<file path="src/rtl/gpio_pkg.sv">
// Shared defaults and helpers for the GPIO input conditioner.
package gpio_pkg;

  localparam int unsigned GPIO_WIDTH    = 32;
  localparam int unsigned GPIO_TICK_DIV = 50000;
  localparam int unsigned GPIO_DB_TICKS = 10;

  typedef enum logic [1:0] {
    DB_HOLD,
    DB_CLEAR,
    DB_COUNT,
    DB_ACCEPT
  } db_action_e;

  function automatic int unsigned db_cnt_width(input int unsigned db_ticks);
    return $clog2(db_ticks + 1);
  endfunction

  function automatic int unsigned pre_cnt_width(input int unsigned tick_div);
    return (tick_div > 1) ? $clog2(tick_div) : 1;
  endfunction

endpackage

</file>
<file path="src/rtl/gpio_bit_debounce.sv">
// One GPIO bit: two-flop synchronizer, tick-based debounce counter, clean level
// and optional registered edge pulses (GPIO_EDGE_EN).
module gpio_bit_debounce
  import gpio_pkg::*;
#(
  parameter int unsigned DB_TICKS = GPIO_DB_TICKS
) (
  input  logic clk,
  input  logic rst,
  input  logic tick,
  input  logic raw,
  output logic clean,
  output logic rise,
  output logic fall
`ifdef GPIO_EDGE_EN
  ,
  output logic accept
`endif
);

  localparam int unsigned     CW       = db_cnt_width(DB_TICKS);
  localparam logic [CW-1:0]   CNT_LAST = CW'(DB_TICKS - 1);

  logic          sync1;
  logic          sync2;
  logic [CW-1:0] cnt;
  db_action_e    action;

  // Any cycle where the synchronized level matches clean restarts the count.
  always_comb begin
    action = DB_HOLD;
    if (sync2 == clean) begin
      action = DB_CLEAR;
    end else if (tick) begin
      action = (cnt == CNT_LAST) ? DB_ACCEPT : DB_COUNT;
    end
  end

  always_ff @(posedge clk) begin
    if (rst) begin
      sync1 <= 1'b0;
      sync2 <= 1'b0;
      cnt   <= '0;
      clean <= 1'b0;
    end else begin
      sync1 <= raw;
      sync2 <= sync1;
      unique case (action)
        DB_CLEAR:  cnt <= '0;
        DB_COUNT:  cnt <= cnt + CW'(1);
        DB_ACCEPT: begin
          cnt   <= '0;
          clean <= sync2;
        end
        default:   cnt <= cnt;
      endcase
    end
  end

`ifdef GPIO_EDGE_EN
  assign accept = (action == DB_ACCEPT);

  always_ff @(posedge clk) begin
    if (rst) begin
      rise <= 1'b0;
      fall <= 1'b0;
    end else begin
      rise <= accept & sync2;
      fall <= accept & ~sync2;
    end
  end
`else
  assign rise = 1'b0;
  assign fall = 1'b0;
`endif

endmodule

</file>
<file path="src/rtl/gpio_in_conditioner.sv">
// Conditions raw GPIO header inputs: synchronize, debounce on a shared tick,
// and (when GPIO_EDGE_EN is defined) emit RISE/FALL/CHANGED pulses.
module gpio_in_conditioner
  import gpio_pkg::*;
#(
  parameter int unsigned WIDTH    = GPIO_WIDTH,
  parameter int unsigned TICK_DIV = GPIO_TICK_DIV,
  parameter int unsigned DB_TICKS = GPIO_DB_TICKS
) (
  input  logic             CLOCK_50,
  input  logic             Reset,
  input  logic [WIDTH-1:0] GPIO_IN,
  output logic [WIDTH-1:0] CLEAN,
  output logic [WIDTH-1:0] RISE,
  output logic [WIDTH-1:0] FALL,
  output logic             CHANGED
);

  localparam int unsigned   PW       = pre_cnt_width(TICK_DIV);
  localparam logic [PW-1:0] PRE_LAST = PW'(TICK_DIV - 1);

  logic [PW-1:0] pre;
  logic          tick;

  // With TICK_DIV=1 the counter sits at 0 and tick stays high.
  assign tick = (pre == PRE_LAST);

  always_ff @(posedge CLOCK_50) begin
    if (Reset) begin
      pre <= '0;
    end else if (pre == PRE_LAST) begin
      pre <= '0;
    end else begin
      pre <= pre + PW'(1);
    end
  end

`ifdef GPIO_EDGE_EN
  logic [WIDTH-1:0] accept;
`endif

  for (genvar i = 0; i < WIDTH; i++) begin : g_bit
    gpio_bit_debounce #(
      .DB_TICKS(DB_TICKS)
    ) u_bit (
      .clk   (CLOCK_50),
      .rst   (Reset),
      .tick  (tick),
      .raw   (GPIO_IN[i]),
      .clean (CLEAN[i]),
      .rise  (RISE[i]),
      .fall  (FALL[i])
`ifdef GPIO_EDGE_EN
      ,
      .accept(accept[i])
`endif
    );
  end

`ifdef GPIO_EDGE_EN
  // Registered from the same accept strobes as RISE/FALL so all three align.
  always_ff @(posedge CLOCK_50) begin
    if (Reset) begin
      CHANGED <= 1'b0;
    end else begin
      CHANGED <= |accept;
    end
  end
`else
  assign CHANGED = 1'b0;
`endif

endmodule

</file>
<file path="config.mk">
export PLATFORM = sky130hd
export DESIGN_NAME = gpio_in_conditioner
export DESIGN_NICKNAME = d
export VERILOG_FILES = /design/src/rtl/gpio_pkg.sv /design/src/rtl/gpio_bit_debounce.sv /design/src/rtl/gpio_in_conditioner.sv
export SDC_FILE = /design/constraint.sdc
export NUM_CORES = 1
export LEC_CHECK = 0
export ABC_CLOCK_PERIOD_IN_PS = 1600
export BUFFER_PORTS_ARGS = -buffer_cell sky130_fd_sc_hd__buf_2
export CAP_MARGIN = 20
export CORE_MARGIN = 10
export CORE_UTILIZATION = 55
export CTS_BUF_LIST = sky130_fd_sc_hd__clkbuf_8
export DETAILED_ROUTE_END_ITERATION = 10
export PLACE_DENSITY_LB_ADDON = 0.05
export SKIP_LAST_GASP = 1
export SLEW_MARGIN = 20
export SYNTH_ARGS = -nofsm -noshare
export SYNTH_HDL_FRONTEND = slang
export SYNTH_SLANG_ARGS = --single-unit
</file>
<file path="constraint.sdc">
create_clock -name CLOCK_50 -period 1.6 [get_ports CLOCK_50]
set_input_delay 0.08 -clock CLOCK_50 [delete_from_list [all_inputs] [get_ports CLOCK_50]]
set_output_delay 0.08 -clock CLOCK_50 [all_outputs]
set_load 0.01 [all_outputs]
</file>
==> out/results.ini, run 1 <==
[synth]
ys_async_sr_fraction_pct=0
avgSynthCellArea_sq_um=8.668
yosys-mux-area-fraction_pct=0
syn_inst=1315
synth-edff-count=0
yosys.area_share.adder_pct=7.135
yosysMostFrequentCell=dfxtp_1
synth_area_leader_cell=dfxtp_1
synthXorXnorAreaFrac_pct=3.535
ys_seq_elements=240
synth_top_family_by_area=simple AND/OR/NAND/NOR gates
synth_top_area_share_pct=42.15
synth_common_cells=dfxtp_1 (240), nand2_1 (131), a21oi_1 (128)
synth_warnings=0
synthFlopType=dfxtp_1
synth-simple-area-share_pct=23.03
synthDistinctLibCells=32
seq_area_frac_synth_pct=42.15
synth_compound_area_share_pct=13.35
syn_area_sq_mm=0.01140
netlist_top_cells_area=dfxtp_1 (42%), ha_1 (7.1%), buf_4 (6.4%)

[place]
dp_hpwl_um=14370
place_congestion=0.7594
place_area_sq_mm=0.01193
portBuffers=65
dp.cells=1630

[detailed_routing]
top_layer_used=met4
drc=0
drt-wirelength-per-cell_um=14.67
ant_nets=0
wl_met3_um=1030
drt_wl_total_um=26010
dr_wl_met2_um=12250
vias=9330
wirelength_met1_um=12160
drtIter0Drc=481
dr.pass1.iters=6
drt-vias-per-instance=5.262

[timing]
min_period_ns=1.884
fin_worst_skew_ns=0.01730
fin_ws_ns=-0.2837
fmax_mhz=530.9
slew_violations=0
final-setup-viol-count=160
final-hold-violation-count=0
fin_crit_sh_pct=117.7
fin_tns_setup_ns=-29.43
rsz0062_at_grt=true

[clock_tree]
cts_buffers=41
path_clk_slew_ns=0.06
cts_tree=yes
h-tree-depth=2
cts_buffer_depth=3
clock_tree.root_cell=clkbuf_8
clkSinkCount=240
clkLatencyLatePin_ns=0.53

[min_path]
hp-class=in2reg

[floorplanning]
die_area_sq_mm=0.02688
core_sq_mm=0.02030
fp.dieW_um=164.0
die_y_um=164.0
rows=52
initial_core_util_pct=56.15
ios=131

[global_route]
grt_start_max_net_pins=41
grt_overflow_total=0
first_global_vias=8880
grt_pass1_wl_um=42060
antenna_found_initial=0
grt_usage_pct=18.20

[critical_path]
critPathBufInv=2
critPathSlowestCell=dfxtp_4
critical_path.top_delay_family=simple AND/OR/NAND/NOR gates
worstPathCellList=nor4b_4, nand4b_4, buf_8, bufbuf_16, o21ai_0, a21oi_4
cpPeakStageDelay_ns=0.35
worstPathRequired_ns=2.01
crit_type=reg2reg
arrival_ns=2.30
critPathMaxFanout=21
worstSetupEndpointType=flip-flop
cp-start-kind=flip-flop

[power_and_ir_drop]
switching_share_pct=23.08
pwr-share-seq_pct=52.4
leakage_nw=5.618
pwr-share-clk_pct=44.0
total_power_w=0.01164
intPower_w=0.008955
p_sw_w=0.002686
power_frac_comb_pct=3.6
peakVddDrop_v=0.0005726
cellPowerDensity_mw_per_mm2=803.2

[run_status]
status=finished with violations
violations=setup timing

[final_layout]
nets=1577
drive_above_1_share_pct=26.95
finish.utilization_pct=71.40
design_area_sq_mm=0.01449
syn_to_final_growth_pct=27.16
layoutNonFillerInstCount=1773
diodes=0

[flow_run]
max_cap_violations=0

metrics by stage:
| step | setup slack, ns | hold WS [ns] |
|---|---|---|
| after floorplan | -0.05822 | 0.2082 |
| after global placement | -0.2691 | 0.2869 |
| after detailed placement | -0.3013 | 0.2936 |
| after CTS | -0.2318 | 0.2632 |
| after global routing | -0.3732 | 0.2856 |
| final | -0.2837 | 0.2984 |
placed cells by master, fill, tap and decap left out, types with 39 or more instances in the layout:
cell type | Yosys | layout
buf_2 | 12 | 64
nor2b_1 | 64 | 64
buf_4 | 97 | 52
nand3_1 | 68 | 45
o21ai_0 | 64 | 39
conb_1 | 1 | 65
inv_1 | 68 | 83
nand2_1 | 131 | 131
clkbuf_8 | 0 | 48
a21oi_2 | 0 | 50
nor2_1 | 52 | 52
or3_1 | 64 | 49
dfxtp_1 | 240 | 236
a21oi_1 | 128 | 77
ha_1 | 65 | 64
layer usage:
layer	vias up	global-route usage [%]
li1	4723	-
met1	4388	23.35
met2	169	29.77
met3	50	3.630
met4	0	6.661
met5	-	0
sequential cells by signal, summed over array words and instances, names as in the netlist:
name	flops
g_bit.u_bit.cnt	128
pre	16
g_bit.u_bit.sync1	32
g_bit.u_bit.clean	32
g_bit.u_bit.sync2	32
worst register-to-register path, delay by kind of cell (launching register included):
kind	cells	cell delay, ns
flip-flops	1	0.35
AO/OA/AOI/OAI	2	0.45
buffers and inverters	2	0.47
AND/OR/NAND/NOR	2	0.52
what timing repair did:
item                                    in CTS  in global routing
endpoints found under the hold margin       37                  0
hold buffers                                33                  0
buffers inserted                            19                 18
endpoints found under the setup margin     174                175
gates cloned                                11                  3
resized for setup                           80                145
pin swaps                                   88                 56
final timing paths:
check	from	to	slack [ns]	cells after the start
worst max-delay path	pre[11]	g_bit[21].u_bit.cnt[2]	-0.28	6
worst max register to register	pre[11]	g_bit[21].u_bit.cnt[2]	-0.28	6
worst min-delay path	GPIO_IN[2]	g_bit[2].u_bit.sync1	0.30	3
worst min register to register	g_bit[2].u_bit.sync1	g_bit[2].u_bit.sync2	0.43	1
cell type report:
class | count | area [sq um]
multi-input cells | 924 | 6396
fillers | 1559 | 5806
clock inverters | 20 | 83.83
repair buffers | 203 | 1948
inverters | 68 | 255.2
clock buffers | 48 | 660.6
well taps | 270 | 337.8
flip-flops and latches | 240 | 4812
cell families after synthesis:
group                      count (synthesis)
and+or+nand+nor                          492
xor gates and xnor gates                  46
adders and majority gates                 65
DFF                                      240
buffers and inverters                    215
other                                      1
AOI/OAI and AO/OA                        256
power groups by stage:
stage	Combinational (W)	Clock (W)	Sequential (W)
final	0.000419	0.00512	0.00610
after global routing	0.000465	0.00552	0.00611
after CTS	0.000397	0.00524	0.00610
after detailed placement	0.000324	0	0.00623
after global placement	0.000322	0	0.00623
after floorplan	0.000340	0	0.00622
Note: power is estimated with default switching activity, not from simulation.
==> inputs of run 2 (changes only) <==
--- a/config.mk
+++ b/config.mk
@@ -8,11 +8,13 @@
 export ABC_CLOCK_PERIOD_IN_PS = 1600
 export BUFFER_PORTS_ARGS = -buffer_cell sky130_fd_sc_hd__buf_2
 export CAP_MARGIN = 20
-export CORE_MARGIN = 10
-export CORE_UTILIZATION = 55
+export CELL_PAD_IN_SITES_DETAIL_PLACEMENT = 2
+export CELL_PAD_IN_SITES_GLOBAL_PLACEMENT = 2
+export CORE_MARGIN = 3
+export CORE_UTILIZATION = 33
 export CTS_BUF_LIST = sky130_fd_sc_hd__clkbuf_8
 export DETAILED_ROUTE_END_ITERATION = 10
-export PLACE_DENSITY_LB_ADDON = 0.05
+export PLACE_DENSITY = 0.83
 export SKIP_LAST_GASP = 1
 export SLEW_MARGIN = 20
 export SYNTH_ARGS = -nofsm -noshare
==> run 2 against run 1 <==
The flow still finishes with violations (setup timing). Critical path depth up 1. Utilization shrank 25 points. Non-clock buffer count grew 17. Largest power group is now the clock network. Flip-flop and latch count unchanged. Critical endpoint is now g_bit[25].u_bit.cnt[2]. Highest routed layer unchanged. Via count is 13% higher.
==> out/results.ini, run 2 (synthesis results as in run 1) <==
[run_status]
status=finished with violations
violations=setup timing

[floorplanning]
die_y_um=191.9  ; +17%
rows=67  ; +29%
core_sq_mm=0.03378  ; +66%
initial_core_util_pct=33.74  ; -22 points
fp.dieW_um=191.9  ; +17%
die_area_sq_mm=0.03681  ; +37%
ios=131  ; unchanged

[detailed_routing]
drt-vias-per-instance=5.336  ; +1.4%
wirelength_met1_um=19920  ; +64%
drt_wl_total_um=49930  ; +92%
top_layer_used=met4
vias=10580  ; +13%
drc=0  ; unchanged
drtIter0Drc=429  ; -11%
drt-wirelength-per-cell_um=25.18  ; +72%
dr.pass1.iters=4  ; -2
wl_met3_um=1860  ; +81%
ant_nets=0  ; unchanged
dr_wl_met2_um=25960  ; +110%

[critical_path]
cpMostUsedCell=buf_12
critPathSlowestCell=o21ai_0
critPathMaxFanout=35  ; +67%
worstPathCellList=nor4b_4, nand4b_4, buf_12, buf_12, buf_16, o21ai_0, a21oi_2
cpPeakStageDelay_ns=0.45  ; +0.10 ns
crit_type=reg2reg
worstSetupEndpointType=flip-flop
reg2regPathDepth=7  ; +1
arrival_ns=2.65  ; +0.35 ns
worstPathRequired_ns=2.10  ; +0.09 ns
cp-start-kind=flip-flop

[clock_tree]
h-tree-depth=2  ; unchanged
clkLatencyLatePin_ns=0.64  ; +0.11 ns
clkSinkCount=240  ; unchanged
path_clk_slew_ns=0.08  ; +0.02 ns
cts_tree=yes
clock_tree.root_cell=clkbuf_8
cts_buffers=46  ; +12%
cts_buffer_depth=3  ; unchanged

[final_layout]
largest_reg_flops=128  ; unchanged
drive_above_1_share_pct=30.29  ; +3.3 points
layout_common_cells=dfxtp_1 (233), nand2_1 (131), inv_1 (81), a21oi_2 (72), conb_1 (65)
nets=1599  ; +1.4%
layout_commonest_cell=dfxtp_1
top_register=g_bit.u_bit.cnt
syn_to_final_growth_pct=37.08
diodes=0  ; unchanged

[global_route]
first_global_vias=11830  ; +33%
grt_usage_pct=22.96  ; +4.8 points
grt_start_max_net_pins=44  ; +7.3%
grt_overflow_total=0  ; unchanged
grt_pass1_wl_um=67100  ; +60%
antenna_found_initial=0  ; unchanged

[timing]
fin_crit_sh_pct=134.5  ; +17 points
fin_worst_skew_ns=0.05182  ; +0.03452 ns
final-setup-viol-count=175  ; +9.4%
rsz0062_at_grt=true
min_period_ns=2.152  ; +0.2682 ns
fin_tns_setup_ns=-56.39  ; -26.96 ns
final-hold-violation-count=0  ; unchanged
tightest_slew_ns=0.5711
slew_violations=0  ; unchanged
fin_ws_ns=-0.5519  ; -0.2682 ns
relSlewSlack_pct=61.79
hold-worst-slack_ns=0.2394  ; -0.05895 ns
fmax_mhz=464.7  ; -12%

[place]
pre_cts_ws_ns=-0.3464  ; -0.04503 ns
portBuffers=65  ; unchanged
place_congestion=0.7439  ; -2.0%
dp_hpwl_um=20180  ; +40%

[power_and_ir_drop]
leakage_nw=5.939  ; +5.7%
cellPowerDensity_mw_per_mm2=857.7  ; +6.8%
peakVddDrop_v=0.0006058  ; +5.8%

[flow_run]
max_cap_violations=0  ; unchanged

[min_path]
hold_depth=3  ; unchanged
hp-class=in2reg

-- run 2: repair_timing --
| item | CTS | global route |
|---|---|---|
| buffers inserted | 20 | 22 |
| cloned | 16 | 3 |
| endpoints found under the hold margin | 86 | 0 |
| setup endpoints to repair | 172 | 175 |
| pin swaps | 86 | 56 |
| gates resized for setup | 135 | 170 |
| hold buffers | 52 | 0 |
-- run 2: final timing paths --
kind                                       startpoint                      to  slack, ns
worst min register to register  g_bit[31].u_bit.sync1   g_bit[31].u_bit.sync2       0.43
worst max-delay path                          pre[11]  g_bit[25].u_bit.cnt[2]      -0.55
worst min-delay path                       GPIO_IN[6]    g_bit[6].u_bit.sync1       0.24
worst max register to register                pre[11]  g_bit[25].u_bit.cnt[2]      -0.55
-- run 2: power breakdown --
part	leakage, nW	internal (W)	switching (W)	total (W)
clock network	0.558	0.00369	0.00309	0.00678
registers	1.95	0.00606	0.0000617	0.00612
logic	3.43	0.000220	0.000280	0.000501
-- run 2: final cells by class --
cell class,instances,area [sq um]
inverter,68,255.2
multi-input combinational,924,6694
timing repair buffer,220,2317
fill,3518,18160
clock buffer,60,825.8
sequential,240,4813
clock inverter,23,158.9
tap,448,560.5
-- run 2: layer usage --
layer  up-vias  track usage (%)
li1       4768                -
met1      5379            25.51
met2       298            42.77
met3       137            3.906
met4         0            9.879
met5         -                0
-- run 2: through the flow --
stage / total power (W) / utilization, % / cells / area (sq um)
global placement: 0.006558 / 35.86 / 1799 / 12110
CTS: 0.01324 / 44.01 / 1970 / 14870
global route: 0.01384 / 46.25 / 1983 / 15630
detailed placement: 0.006577 / 35.86 / 1799 / 12110
floorplan: 0.006559 / - / 1379 / 11680
finish: 0.01340 / 46.25 / 1983 / 15630
-- run 2: critical path: cells and delay by family (launching register included) --
kind	cells	cell delay, ns
AND/OR/NAND/NOR	2	0.55
flip-flops	1	0.34
buffers and inverters	3	0.49
AO/OA/AOI/OAI	2	0.61
==> inputs of run 3 (changes only) <==
--- a/config.mk
+++ b/config.mk
@@ -5,7 +5,7 @@
 export SDC_FILE = /design/constraint.sdc
 export NUM_CORES = 1
 export LEC_CHECK = 0
-export ABC_CLOCK_PERIOD_IN_PS = 1600
+export ABC_CLOCK_PERIOD_IN_PS = 1750
 export BUFFER_PORTS_ARGS = -buffer_cell sky130_fd_sc_hd__buf_2
 export CAP_MARGIN = 20
 export CELL_PAD_IN_SITES_DETAIL_PLACEMENT = 2
@@ -14,6 +14,7 @@
 export CORE_UTILIZATION = 33
 export CTS_BUF_LIST = sky130_fd_sc_hd__clkbuf_8
 export DETAILED_ROUTE_END_ITERATION = 10
+export MAX_ROUTING_LAYER = met4
 export PLACE_DENSITY = 0.83
 export SKIP_LAST_GASP = 1
 export SLEW_MARGIN = 20
==> constraint.sdc (replaced) <==
create_clock -name CLOCK_50 -period 1.75 [get_ports CLOCK_50]
set_input_delay 0.0875 -clock CLOCK_50 [delete_from_list [all_inputs] [get_ports CLOCK_50]]
set_output_delay 0.0875 -clock CLOCK_50 [all_outputs]
set_load 0.005 [all_outputs]
==> run 3 against run 2 <==
The flow still finishes with violations (setup timing). Utilization fell by 2.2 points. Hold slack improved by 0.011 ns. First-iteration DRC count rose by 3.7%. Global-route usage fell by 2.8 points. Combinational power fell by 23%. Clock power fell by 20%. Register-to-register slack improved by 0.26 ns. Clock skew fell by 0.023 ns. Worst setup slack improved by 0.26 ns. Flip-flop and latch count did not move. Wire length fell by 13%.
==> out/results.ini, run 3 (synthesis results as in run 1) <==
[place]
dp_hpwl_um=20550  ; +1.8%
place_congestion=0.7576  ; +1.8%
portBuffers=65  ; unchanged

[timing]
final-hold-violation-count=0  ; unchanged
min_period_ns=2.039  ; -0.1129 ns
fin_ws_ns=-0.2890  ; +0.2629 ns
hold-worst-slack_ns=0.2509  ; +0.01142 ns
fin_crit_sh_pct=116.5  ; -18 points
slew_violations=0  ; unchanged
fmax_mhz=490.4  ; +5.5%
final-setup-viol-count=158  ; -9.7%
rsz0062_at_grt=true
fin_worst_skew_ns=0.02866  ; -0.02316 ns

[detailed_routing]
drt-vias-per-instance=5.254  ; -1.5%
drtIter0Drc=445  ; +3.7%
dr_wl_met2_um=23110  ; -11%
vias=10210  ; -3.5%
dr.pass1.iters=5  ; +1
wl_met3_um=1591  ; -14%
ant_nets=0  ; unchanged
drc=0  ; unchanged
top_layer_used=met4
wirelength_met1_um=17100  ; -14%
drt-wirelength-per-cell_um=22.33  ; -11%
drt_wl_total_um=43420  ; -13%

[critical_path]
worstSetupEndpointType=flip-flop
arrival_ns=2.55  ; -0.10 ns
rr_startpoint=pre[7]
cpMostUsedCell=buf_12
reg2regPathDepth=6  ; -1
worstPathCellList=nor4b_4, nand4b_4, buf_12, buf_12, or4_1, a21oi_1
cpPeakStageDelay_ns=0.49  ; +0.04 ns
cp-start-kind=flip-flop
critPathMaxFanout=33  ; -5.7%
worstPathRequired_ns=2.26  ; +0.16 ns
critical_path.top_delay_family=simple AND/OR/NAND/NOR gates
timing.reg2reg.setup_slack_ns=-0.29  ; +0.26 ns
critPathSlowestCell=or4_1
crit_type=reg2reg
r2r-end=g_bit[30].u_bit.cnt[2]
critPathBufInv=2  ; -1

[global_route]
grt_start_max_net_pins=87  ; +98%
antenna_found_initial=1  ; +1
grt_usage_pct=20.17  ; -2.8 points
grt_pass1_wl_um=58770  ; -12%
grt_overflow_total=0  ; unchanged
first_global_vias=11090  ; -6.3%

[clock_tree]
cts_tree=yes
clock_tree.root_cell=clkbuf_8
cts_buffers=45  ; -2.2%
h-tree-depth=2  ; unchanged
path_clk_slew_ns=0.07  ; about the same
clkLatencyLatePin_ns=0.60  ; -0.04 ns
clkSinkCount=240  ; unchanged
cts_buffer_depth=3  ; unchanged

[final_layout]
seq_area_sq_mm=0.004810  ; about the same
drive_above_1_share_pct=26.94  ; -3.4 points
layout_commonest_cell=dfxtp_1
finish.utilization_pct=44.05  ; -2.2 points
top_register=g_bit.u_bit.cnt
nets=1570  ; -1.8%
syn_to_final_growth_pct=30.55
diodes=0  ; unchanged
multi_input_area_sq_mm=0.006515  ; -2.7%
layout_common_cells=dfxtp_1 (238), nand2_1 (131), inv_1 (80), a21oi_1 (69), conb_1 (65)
largest_reg_flops=128  ; unchanged
fillers=3551  ; +0.94%

[power_and_ir_drop]
cellPowerDensity_mw_per_mm2=764.4  ; -11%
total_power_w=0.01138  ; -15%
leakage_nw=5.549  ; -6.6%
peakVddDrop_v=0.0004804  ; -21%

[floorplanning]
die_y_um=191.9  ; unchanged
ios=131  ; unchanged
die_area_sq_mm=0.03681  ; unchanged
initial_core_util_pct=33.74  ; unchanged
core_sq_mm=0.03378  ; unchanged
fp.dieW_um=191.9  ; unchanged
rows=67  ; unchanged

[min_path]
hp-class=in2reg
hp-start=GPIO_IN[12]
hold_depth=3  ; unchanged
worstHoldEndpoint=g_bit[12].u_bit.sync1

[flow_run]
max_cap_violations=0  ; unchanged

[run_status]
violations=setup timing
status=finished with violations

-- run 3: layout make-up --
class	instances	share of cell area [%]
multi-input cells	924	43.78
flip-flops and latches	240	32.32
repair buffers	192	12.84
clock buffers	55	5.087
well taps	448	3.767
inverters	68	1.715
clock inverters	17	0.4877
-- run 3: report_power, final --
part	switching, W	leakage (nW)	internal [W]	total (W)
Sequential	0.0000527	1.95	0.00554	0.00559
Combinational	0.000205	3.13	0.000179	0.000384
Clock	0.00260	0.475	0.00280	0.00540
Total	0.00286	5.55	0.00852	0.0114
-- run 3: worst min-delay path: cells and delay by family --
kind,cells,cell delay [ns]
AND/OR/NAND/NOR,1,0.10
buffers and inverters,2,0.60
-- run 3: worst max path at each step --
stage | start | end | slack [ns] | cells past startpoint
final | pre[7] | g_bit[30].u_bit.cnt[2] | -0.29 | 6
after global routing | pre[7] | g_bit[25].u_bit.cnt[2] | -0.38 | 6
after CTS | pre[11] | g_bit[14].u_bit.cnt[2] | -0.19 | 6
after detailed placement | pre[1] | g_bit[7].u_bit.cnt[3] | -0.24 | 7
after global placement | pre[7] | g_bit[26].u_bit.cnt[2] | -0.12 | 6
after floorplan | pre[0] | g_bit[12].u_bit.cnt[2] | 0.001 | 6
-- run 3: metrics by stage --
stage	setup TNS (ns)	instances	worst slack [ns]	instance area, sq um
6_report	-21.47	1944	-0.2890	14880
5_1_grt	-35.70	1944	-0.3802	14880
2_1_floorplan	0	1379	0.001407	11650
3_5_place_dp	-10.77	1792	-0.2387	12100
3_3_place_gp	-3.570	1792	-0.1236	12100
4_1_cts	-8.531	1924	-0.1875	13960
-- run 3: what timing repair did --
item | in CTS | in global routing
gates cloned | 7 | 4
hold buffers | 35 | 0
setup endpoints to repair | 122 | 159
gates resized for setup | 64 | 160
hold endpoints to repair | 42 | 0
setup buffers | 18 | 22
pin swaps | 51 | 49
-- run 3: routing by layer --
layer / vias up / global-route usage (%)
li1: 4693 / -
met1: 5146 / 22.66
met2: 254 / 37.10
met3: 121 / 3.267
met4: 0 / 5.137
met5: - / -
